## config.mk

```make
export PLATFORM = sky130hd
export DESIGN_NAME = grey_digit_gen_flat
export DESIGN_NICKNAME = d
export VERILOG_FILES = /design/src/rtl/grey_digit_gen_if.sv /design/src/rtl/grey_digit_gen.sv /design/src/flat_wrapper.sv
export SDC_FILE = /design/constraint.sdc
export NUM_CORES = 1
export LEC_CHECK = 0
export CORE_ASPECT_RATIO = 0.75
export CORE_MARGIN = 3
export CORE_UTILIZATION = 58
export DETAILED_ROUTE_END_ITERATION = 6
export HOLD_SLACK_MARGIN = 0.12
export PLACE_DENSITY = 0.93
export SLEW_MARGIN = 0
export SYNTH_ARGS = -nofsm -noshare
export SYNTH_HDL_FRONTEND = slang
export SYNTH_SLANG_ARGS = --single-unit
```

## constraint.sdc

```tcl
create_clock -name i_clk -period 5.4 [get_ports i_clk]
set_clock_uncertainty 0.2 [all_clocks]
set_input_delay 1.62 -clock i_clk [delete_from_list [all_inputs] [get_ports i_clk]]
set_output_delay 1.62 -clock i_clk [all_outputs]
set_load 0.02 [all_outputs]
```

## src/rtl/grey_digit_gen_if.sv

```systemverilog
// Control and code bus of the ring-grey digit generator.
// master drives run/dir/load/digit and receives the code and strobes;
// slave is the generator side.
interface grey_digit_gen_if;
    logic       i_run;
    logic       i_dir;
    logic       i_load;
    logic [3:0] i_digit;
    logic [4:0] o_grey;
    logic [3:0] o_digit;
    logic       o_step;
    logic       o_carry;

    modport master (
        output i_run,
        output i_dir,
        output i_load,
        output i_digit,
        input  o_grey,
        input  o_digit,
        input  o_step,
        input  o_carry
    );

    modport slave (
        input  i_run,
        input  i_dir,
        input  i_load,
        input  i_digit,
        output o_grey,
        output o_digit,
        output o_step,
        output o_carry
    );
endinterface

```

## src/rtl/grey_digit_gen.sv

```systemverilog
// Ring-grey digit generator: prescaled up/down decimal counter that drives the
// registered 5-bit ring-grey code of the current digit plus step/carry strobes.
// Optional feature macro GREY_DP_EN: every wrap passes through the
// decimal-point code (10101, digit value 10) for one full step period.
module grey_digit_gen #(
    parameter int P_DIV   = 1000000,
    parameter int P_DIV_W = 20
) (
    input  logic              i_clk,
    input  logic              i_rst,
    grey_digit_gen_if.slave   bus_io
);

    localparam logic [P_DIV_W-1:0] DIV_LAST = P_DIV_W'(P_DIV - 1);
    localparam logic [3:0]         DP_DIGIT = 4'd10;
    localparam logic [4:0]         GREY_RST = 5'b10001;

`ifdef GREY_DP_EN
    localparam logic [3:0] WRAP_UP   = DP_DIGIT;
    localparam logic [3:0] WRAP_DOWN = DP_DIGIT;
`else
    localparam logic [3:0] WRAP_UP   = 4'd0;
    localparam logic [3:0] WRAP_DOWN = 4'd9;
`endif

    // Ring-grey code of a state; digit value 10 is the decimal-point code.
    function automatic logic [4:0] grey_of(input logic [3:0] d);
        logic [4:0] g;
        case (d)
            4'd0:    g = 5'b10001;
            4'd1:    g = 5'b00001;
            4'd2:    g = 5'b00011;
            4'd3:    g = 5'b00010;
            4'd4:    g = 5'b00110;
            4'd5:    g = 5'b00100;
            4'd6:    g = 5'b01100;
            4'd7:    g = 5'b01000;
            4'd8:    g = 5'b11000;
            4'd9:    g = 5'b10000;
`ifdef GREY_DP_EN
            4'd10:   g = 5'b10101;
`endif
            default: g = GREY_RST;
        endcase
        return g;
    endfunction

    logic [P_DIV_W-1:0] presc_q, presc_d;
    logic [3:0]         digit_q, digit_d;
    logic [4:0]         grey_q,  grey_d;
    logic               step_q,  step_d;
    logic               carry_q, carry_d;

    logic               step_cycle;
    logic               load_ok;

    // Next state: a valid load wins over a step; a step advances the digit
    // in the direction sampled in the step cycle and flags wraps.
    always_comb begin
        step_cycle = bus_io.i_run && (presc_q == DIV_LAST);
        load_ok    = bus_io.i_load && (bus_io.i_digit <= 4'd9);
        presc_d    = presc_q;
        digit_d    = digit_q;
        step_d     = 1'b0;
        carry_d    = 1'b0;

        if (load_ok) begin
            digit_d = bus_io.i_digit;
            presc_d = '0;
        end else if (step_cycle) begin
            presc_d = '0;
            step_d  = 1'b1;
            if (!bus_io.i_dir) begin
                if (digit_q == 4'd9) begin
                    digit_d = WRAP_UP;
                    carry_d = 1'b1;
                end else begin
                    digit_d = digit_q + 4'd1;
                end
            end else begin
                if (digit_q == 4'd0) begin
                    digit_d = WRAP_DOWN;
                    carry_d = 1'b1;
                end else begin
                    digit_d = digit_q - 4'd1;
                end
            end
`ifdef GREY_DP_EN
            // Leaving the decimal point is an ordinary step, never a carry.
            if (digit_q == DP_DIGIT) begin
                digit_d = bus_io.i_dir ? 4'd9 : 4'd0;
                carry_d = 1'b0;
            end
`endif
        end else if (bus_io.i_run) begin
            presc_d = presc_q + 1'b1;
        end

        grey_d = grey_of(digit_d);
    end

    // State and output registers; code and digit always update together.
    always_ff @(posedge i_clk) begin
        if (i_rst) begin
            presc_q <= '0;
            digit_q <= 4'd0;
            grey_q  <= GREY_RST;
            step_q  <= 1'b0;
            carry_q <= 1'b0;
        end else begin
            presc_q <= presc_d;
            digit_q <= digit_d;
            grey_q  <= grey_d;
            step_q  <= step_d;
            carry_q <= carry_d;
        end
    end

    assign bus_io.o_grey  = grey_q;
    assign bus_io.o_digit = digit_q;
    assign bus_io.o_step  = step_q;
    assign bus_io.o_carry = carry_q;

endmodule
```

## src/flat_wrapper.sv

```systemverilog
// flat-port wrapper written by rule: the top's interface ports become plain ports
module grey_digit_gen_flat 
#(
    parameter int P_DIV   = 1000000,
    parameter int P_DIV_W = 20
)
  (i_clk, i_rst, bus_io_i_run, bus_io_i_dir, bus_io_i_load, bus_io_i_digit, bus_io_o_grey, bus_io_o_digit, bus_io_o_step, bus_io_o_carry);
  grey_digit_gen_if bus_io_i ();
  input  logic i_clk;
  input  logic i_rst;
  input wire logic [$bits(bus_io_i.i_run)-1:0] bus_io_i_run;
  input wire logic [$bits(bus_io_i.i_dir)-1:0] bus_io_i_dir;
  input wire logic [$bits(bus_io_i.i_load)-1:0] bus_io_i_load;
  input wire logic [$bits(bus_io_i.i_digit)-1:0] bus_io_i_digit;
  output wire logic [$bits(bus_io_i.o_grey)-1:0] bus_io_o_grey;
  output wire logic [$bits(bus_io_i.o_digit)-1:0] bus_io_o_digit;
  output wire logic [$bits(bus_io_i.o_step)-1:0] bus_io_o_step;
  output wire logic [$bits(bus_io_i.o_carry)-1:0] bus_io_o_carry;
  assign bus_io_i.i_run = bus_io_i_run;
  assign bus_io_i.i_dir = bus_io_i_dir;
  assign bus_io_i.i_load = bus_io_i_load;
  assign bus_io_i.i_digit = bus_io_i_digit;
  assign bus_io_o_grey = bus_io_i.o_grey;
  assign bus_io_o_digit = bus_io_i.o_digit;
  assign bus_io_o_step = bus_io_i.o_step;
  assign bus_io_o_carry = bus_io_i.o_carry;
  grey_digit_gen #(.P_DIV(P_DIV), .P_DIV_W(P_DIV_W)) u_core (.i_clk(i_clk), .i_rst(i_rst), .bus_io(bus_io_i));
endmodule
```

==> results of run 1 <==
cells by family after synthesis:
| kind of cell | share of synthesized area (%) |
|---|---|
| flip-flops | 39.6 |
| multiplexers | 1.36 |
| adder cells (fa/ha/maj) | 0.797 |
| XOR/XNOR | 10.6 |
| AO/OA/AOI/OAI | 12.1 |
| AND/OR/NAND/NOR | 33.3 |
| buffers and inverters | 2.31 |
through the flow:
| stage | hold slack [ps] | power [µW] |
|---|---|---|
| 5_1_grt | 354 | 444 |
| 3_3_place_gp | 279 | 299 |
| 2_1_floorplan | 263 | 279 |
| 6_report | 309 | 425 |
| 4_1_cts | 306 | 428 |
| 3_5_place_dp | 290 | 302 |
cell usage in the layout, fill, tap and decap left out, types with 2 or more instances in the layout:
cell type	n
nand3_1	7
nor2_1	30
nor2b_1	5
nand2b_1	2
xnor2_1	4
nor3_1	4
a2111oi_0	2
clkinv_2	3
xor2_1	15
clkdlybuf4s50_1	19
a211oi_1	2
and4b_1	2
o211ai_1	2
a21oi_1	4
clkbuf_4	5
and4_1	2
or3_1	4
o21ai_0	6
nand4_1	6
dfxtp_1	31
nand2_1	12
and3_1	8
area by class of cell:
type                    count  area [µm²]  share of cell area [%]
well taps                  34        42.5                    2.34
clock inverters             3        15.0                   0.824
multi-input cells         141         912                    50.1
inverters                   1        3.75                   0.206
flip-flops and latches     31         621                    34.1
repair buffers             19         190                    10.4
clock buffers               5        37.5                    2.06
state kept, by name, summed over array words and instances, names as in the netlist:
name / count
u_core.bus_io.o_carry: 1
u_core.bus_io.o_grey: 5
u_core.presc_q: 20
u_core.bus_io.o_digit: 4
u_core.bus_io.o_step: 1
worst paths after layout:
check | start | end | cells past startpoint
setup / recovery | bus_io_i_run | u_core.bus_io.o_grey[3] | 7
hold / removal | u_core.presc_q[16] | u_core.presc_q[16] | 2
setup reg to reg | u_core.bus_io.o_digit[0] | u_core.bus_io.o_grey[3] | 6
hold reg to reg | u_core.presc_q[16] | u_core.presc_q[16] | 2
per-layer routing:
layer / vias up / wire [µm]
li1: 682 / -
met1: 643 / 1460
met2: 61 / 1560
met3: 12 / 267
met4: 0 / 72
met5: - / 0
where the power goes:
part	total, µW	switching (µW)	internal [µW]
clock network	128	79.7	48.3
registers	240	6.54	234
logic	56.5	29.8	26.7
worst max-delay path, delay by kind of cell:
kind	cells	cell delay, ps
AO/OA/AOI/OAI	3	1050
AND/OR/NAND/NOR	3	610
buffers and inverters	1	590
==> run_results.csv, run 1 <==
group,metric,value,unit
clocking,root_buffer,"clkbuf_4",
synth,synth_cell_type_count,47,
global_route,grt_use_met2,37.6,%
floorplanning,dieArea,3370,µm²
power,p_per_area,233,nW/µm²
floorplanning,fp.dieW,66.1,µm
critical_path,slowest_stage,"clkdlybuf4s50_1",
sta,worst_slew_pin_slew,701,ps
drt,wl_per_cell,14.4,µm
sta,slew_headroom,53.3,%
place,place_area,1770,µm²
final_layout,utilization,74.7,%
critical_path,crit_path_cell_trace,"clkdlybuf4s50_1 > and4_1 > nand3_4 > a2111oi_0 > a311o_1 > nor2_1 > a32o_1",
critical_path,worstSetupPathType,"input port to register",
global_route,grt_max_degree,21,
critical_path,cp_data_arrival_time,3880,ps
final_layout,fin_cells,234,
place,gp_congestion,0.949,
critical_path,critPathLaunchType,"input port",
sta,max_freq,260,MHz
clocking,htree_levels,2,
final_layout,fin_nets,209,
run,drv_cap,0,
place,pre_cts_ws,1250,ps
clocking,hold_buffers,0,
global_route,grt_pass1_wl,5.82,mm
synth,synth_top_cell_area_share,39.6,%
place,place_inst,226,
sta,maxSlewViolCount,0,
synth,syn_inst,180,
sta,setup_slack,1550,ps
final_layout,area_delta_synth_final,16.1,%
synth,seq_area_frac_synth,39.6,%
drt,first_pass_iters,4,
floorplanning,die_h,51.0,µm
sta,rsz0062_at_grt,"false",
synth,synth.area.top_cells,"dfxtp_1, xor2_1, nor2_1",
synth,synth_seq_cells,31,
synth,synth_area,1570,µm²
global_route,grt_util_met1,27.0,%
floorplanning,pin_count,20,
drt,drc,0,
critical_path,r2r_slack,2950,ps
clocking,cts-resized-gates,0,
sta,timing.setup.tns,0,ps
critical_path,max_stage_delay,590,ps
synth,synth_common_cells,"dfxtp_1, nor2_1, xor2_1",
clocking,clockBufferDepth,2,
clocking,cts_tree,"done",
power,leakage,0.000658,µW
sta,fin_crit_sh,71.3,%
global_route,antenna_found_initial,0,
floorplanning,initial_core_util,64.3,%
power,ir_worst_vdd,154,µV
synth,synth.avg_cell_area,8.72,µm²
drt,antenna_left,0,
drt,drtIter0Drc,99,
critical_path,cp_max_fo,8,
clocking,cts_buffers,5,
drt,via_per_inst,5.97,
synth,synth_async_sr_flop_share,0,%
final_layout,drive_gt1_share,8.00,%
synth,syn_nets,190,
sta,fin_crit,3850,ps
synth,synth_top_area_cell,"dfxtp_1",
final_layout,final_area,1820,µm²
critical_path,setup.worst_path.end_class,"register",
status,status,"complete, no violations",
global_route,overflow,0,
synth,yosysMostFrequentCell,"dfxtp_1",
floorplanning,coreArea,2440,µm²
worst_hold_path,hold_class,"register to register",
final_layout,antennaDiodeCount,0,
critical_path,required,5430,ps
clocking,cts_setup_buffers,0,
global_route,use_met3,8.35,%
place,post-dp-hpwl,2.50,mm
synth,ys.flop_type,"dfxtp_1",
synth,yosys_warnings,0,
clocking,clock_latency,340,ps
final_layout,fill_cells,175,
sta,final-hold-violation-count,0,
synth,synth_edf_count,0,
global_route,gr-usage-all-layers,23.2,%
global_route,top_usage_layer,"met2",
floorplanning,num_rows,15,
global_route,grt_pass1_vias,1325,
sta,setup_viol,0,
clocking,clock_sinks,31,
clocking,clk_pin_slew,90,ps
drt,detail_route.wirelength,3.36,mm
place,numPortBuffers,19,
drt,vias,1398,
No activity file was read; power rests on OpenSTA's default activity.
==> run 2: changes to the inputs <==
--- a/config.mk
+++ b/config.mk
@@ -7,10 +7,10 @@
 export LEC_CHECK = 0
 export CORE_ASPECT_RATIO = 0.75
 export CORE_MARGIN = 3
-export CORE_UTILIZATION = 58
+export CORE_UTILIZATION = 49
 export DETAILED_ROUTE_END_ITERATION = 6
 export HOLD_SLACK_MARGIN = 0.12
-export PLACE_DENSITY = 0.93
+export PLACE_DENSITY = 0.85
 export SLEW_MARGIN = 0
 export SYNTH_ARGS = -nofsm -noshare
 export SYNTH_HDL_FRONTEND = slang
==> constraint.sdc (replaced) <==
create_clock -name i_clk -period 3.15 [get_ports i_clk]
set_clock_uncertainty 0.2 [all_clocks]
set_input_delay 0.945 -clock i_clk [delete_from_list [all_inputs] [get_ports i_clk]]
set_output_delay 0.945 -clock i_clk [all_outputs]
set_load 0.02 [all_outputs]
==> run 2 against run 1 <==
Against the previous run:
- clock-buffer cell count grew 2
- hold slack worse by 3.8 ps
- power increased by 92%
- first-iteration DRC count fell by 42%
==> run_results.csv, run 2 (same netlist as run 1, synthesis figures left out) <==
group,metric,value,unit
sta,max_freq,341,MHz
sta,rsz0062_at_grt,"false",
sta,timing.setup.tns,0,ps
worst_hold_path,hold_start,"u_core.presc_q[16]",
critical_path,worstSetupPathType,"input port to register",
drt,via_per_inst,5.44,
final_layout,drive_gt1_share,12.3,%
global_route,grt_pass1_vias,1198,
floorplanning,dieArea,3920,µm²
critical_path,r2r_slack,690,ps
critical_path,critPathLaunchType,"input port",
critical_path,cp_max_fo,7,
global_route,grt_pass1_wl,5.29,mm
drt,wl_per_cell,12.7,µm
final_layout,largest_reg_flops,20,
floorplanning,fp.dieW,71.3,µm
clocking,clock_latency,290,ps
drt,drc,0,
clocking,root_buffer,"clkbuf_8",
global_route,grt_util_met1,20.2,%
clocking,hold_buffers,0,
clocking,htree_levels,2,
power,finalPower,814,µW
final_layout,final_common_cell,"dfxtp_1",
place,post-dp-hpwl,2.31,mm
global_route,use_met3,7.76,%
worst_hold_path,hold_path_depth,2,
drt,vias,1360,
worst_hold_path,whs_endpoint,"u_core.presc_q[16]",
floorplanning,coreArea,3000,µm²
power,leakage,0.000723,µW
place,gp_congestion,0.879,
sta,worst_slew_pin_slew,441,ps
status,status,"complete, no violations",
critical_path,setup.worst_path.end_class,"register",
critical_path,cp_data_arrival_time,2900,ps
drt,antenna_left,0,
floorplanning,die_h,55.0,µm
clocking,cts_setup_buffers,0,
global_route,gr-usage-all-layers,18.0,%
global_route,overflow,0,
global_route,antenna_found_initial,0,
clocking,clk_pin_slew,60,ps
sta,slew_headroom,70.5,%
critical_path,slowest_stage,"clkdlybuf4s50_1",
critical_path,r2r_start,"u_core.presc_q[6]",
place,numPortBuffers,19,
sta,fin_crit,2930,ps
floorplanning,num_rows,17,
final_layout,fill_cells,257,
final_layout,fin_nets,221,
final_layout,final_area,1950,µm²
final_layout,area_delta_synth_final,24.1,%
final_layout,antennaDiodeCount,0,
place,place_area,1860,µm²
drt,drtIter0Drc,57,
critical_path,r2r_end,"u_core.bus_io.o_grey[3]",
power,p_per_area,418,nW/µm²
critical_path,crit_path_cell_trace,"clkdlybuf4s50_1 > nor4b_1 > a32oi_1 > a2111oi_0 > a311o_1 > nor2_1 > a32o_1",
sta,maxSlewViolCount,0,
sta,setup_viol,0,
global_route,top_usage_layer,"met2",
clocking,cts_tree,"done",
critical_path,required,3120,ps
sta,fin_crit_sh,93.0,%
final_layout,top_register,"u_core.presc_q",
run,drv_cap,0,
global_route,grt_use_met2,31.3,%
worst_hold_path,hold_class,"register to register",
clocking,cts_buffers,5,
critical_path,max_stage_delay,510,ps
sta,final-hold-violation-count,0,
clocking,clock_sinks,31,
drt,first_pass_iters,4,
drt,detail_route.wirelength,3.17,mm
floorplanning,pin_count,20,
power,ir_worst_vdd,238,µV
final_layout,final_cell_mix,"dfxtp_1, nor2_1, clkdlybuf4s50_1, xor2_1",
clocking,clockBufferDepth,2,
global_route,grt_max_degree,21,
floorplanning,initial_core_util,52.3,%
critical_path,reg2regPathDepth,6,
==> run 2: changes by cell type in the layout (fill, tap and decap cells not counted), sizes merged <==
cell    delta
clkinv     -2
clkbuf     +2
buf       +12
==> run 2: cell type report <==
type / instances / area, µm² / area share (%)
multi-input combinational: 141 / 913 / 46.9
sequential: 31 / 621 / 31.9
timing repair buffer: 31 / 280 / 14.4
clock buffer: 7 / 76.3 / 3.92
tap: 38 / 47.5 / 2.44
clock inverter: 1 / 5.00 / 0.257
inverter: 1 / 3.75 / 0.193
==> run 2: layer usage <==
metal | share of wire [%] | vias to the layer above
met2 | 45 | 27
met3 | 5.4 | 6
met4 | 1.4 | 0
li1 | - | 709
met5 | 0 | -
met1 | 48 | 618
==> run 2: timing repair <==
item | 4_1_cts | 5_1_grt
hold endpoints to repair | 0 | 0
gates resized for setup | 0 | 1
setup endpoints to repair | 0 | 1
==> run 2: metrics by stage <==
stage          hold WS (ps)  utilization (%)  cells  setup WS, ps
6_report                305             64.9    250           221
4_1_cts                 307             64.9    250           213
3_5_place_dp            290             62.2    242         -81.8
2_1_floorplan           263                -    180           517
5_1_grt                 348             64.9    250          43.4
3_3_place_gp            279             62.2    242         -29.6
==> run 2: power by group <==
| group | internal [µW] | total, µW | switching [µW] |
|---|---|---|---|
| Clock | 155 | 295 | 140 |
| Sequential | 401 | 413 | 11.2 |
| Combinational | 55.5 | 107 | 51.5 |
| Total | 611 | 814 | 203 |
==> run 2: how the worst max path moves through the flow <==
stage                                    endpoint  cells past startpoint               from  slack [ps]
after detailed placement  u_core.bus_io.o_grey[3]                      7       bus_io_i_dir         -80
final                     u_core.bus_io.o_grey[3]                      7       bus_io_i_dir         220
after floorplan           u_core.bus_io.o_grey[1]                      7  bus_io_i_digit[1]         520
after global placement    u_core.bus_io.o_grey[4]                      8       bus_io_i_dir         -30
after CTS                 u_core.bus_io.o_grey[3]                      7       bus_io_i_dir         210
after global routing      u_core.bus_io.o_grey[3]                      7       bus_io_i_dir          40
==> run 2: worst max-delay path: cells and delay by family <==
family / cells / cell delay, ps
compound gates: 4 / 1010
buf+inv: 1 / 510
simple gates: 2 / 430
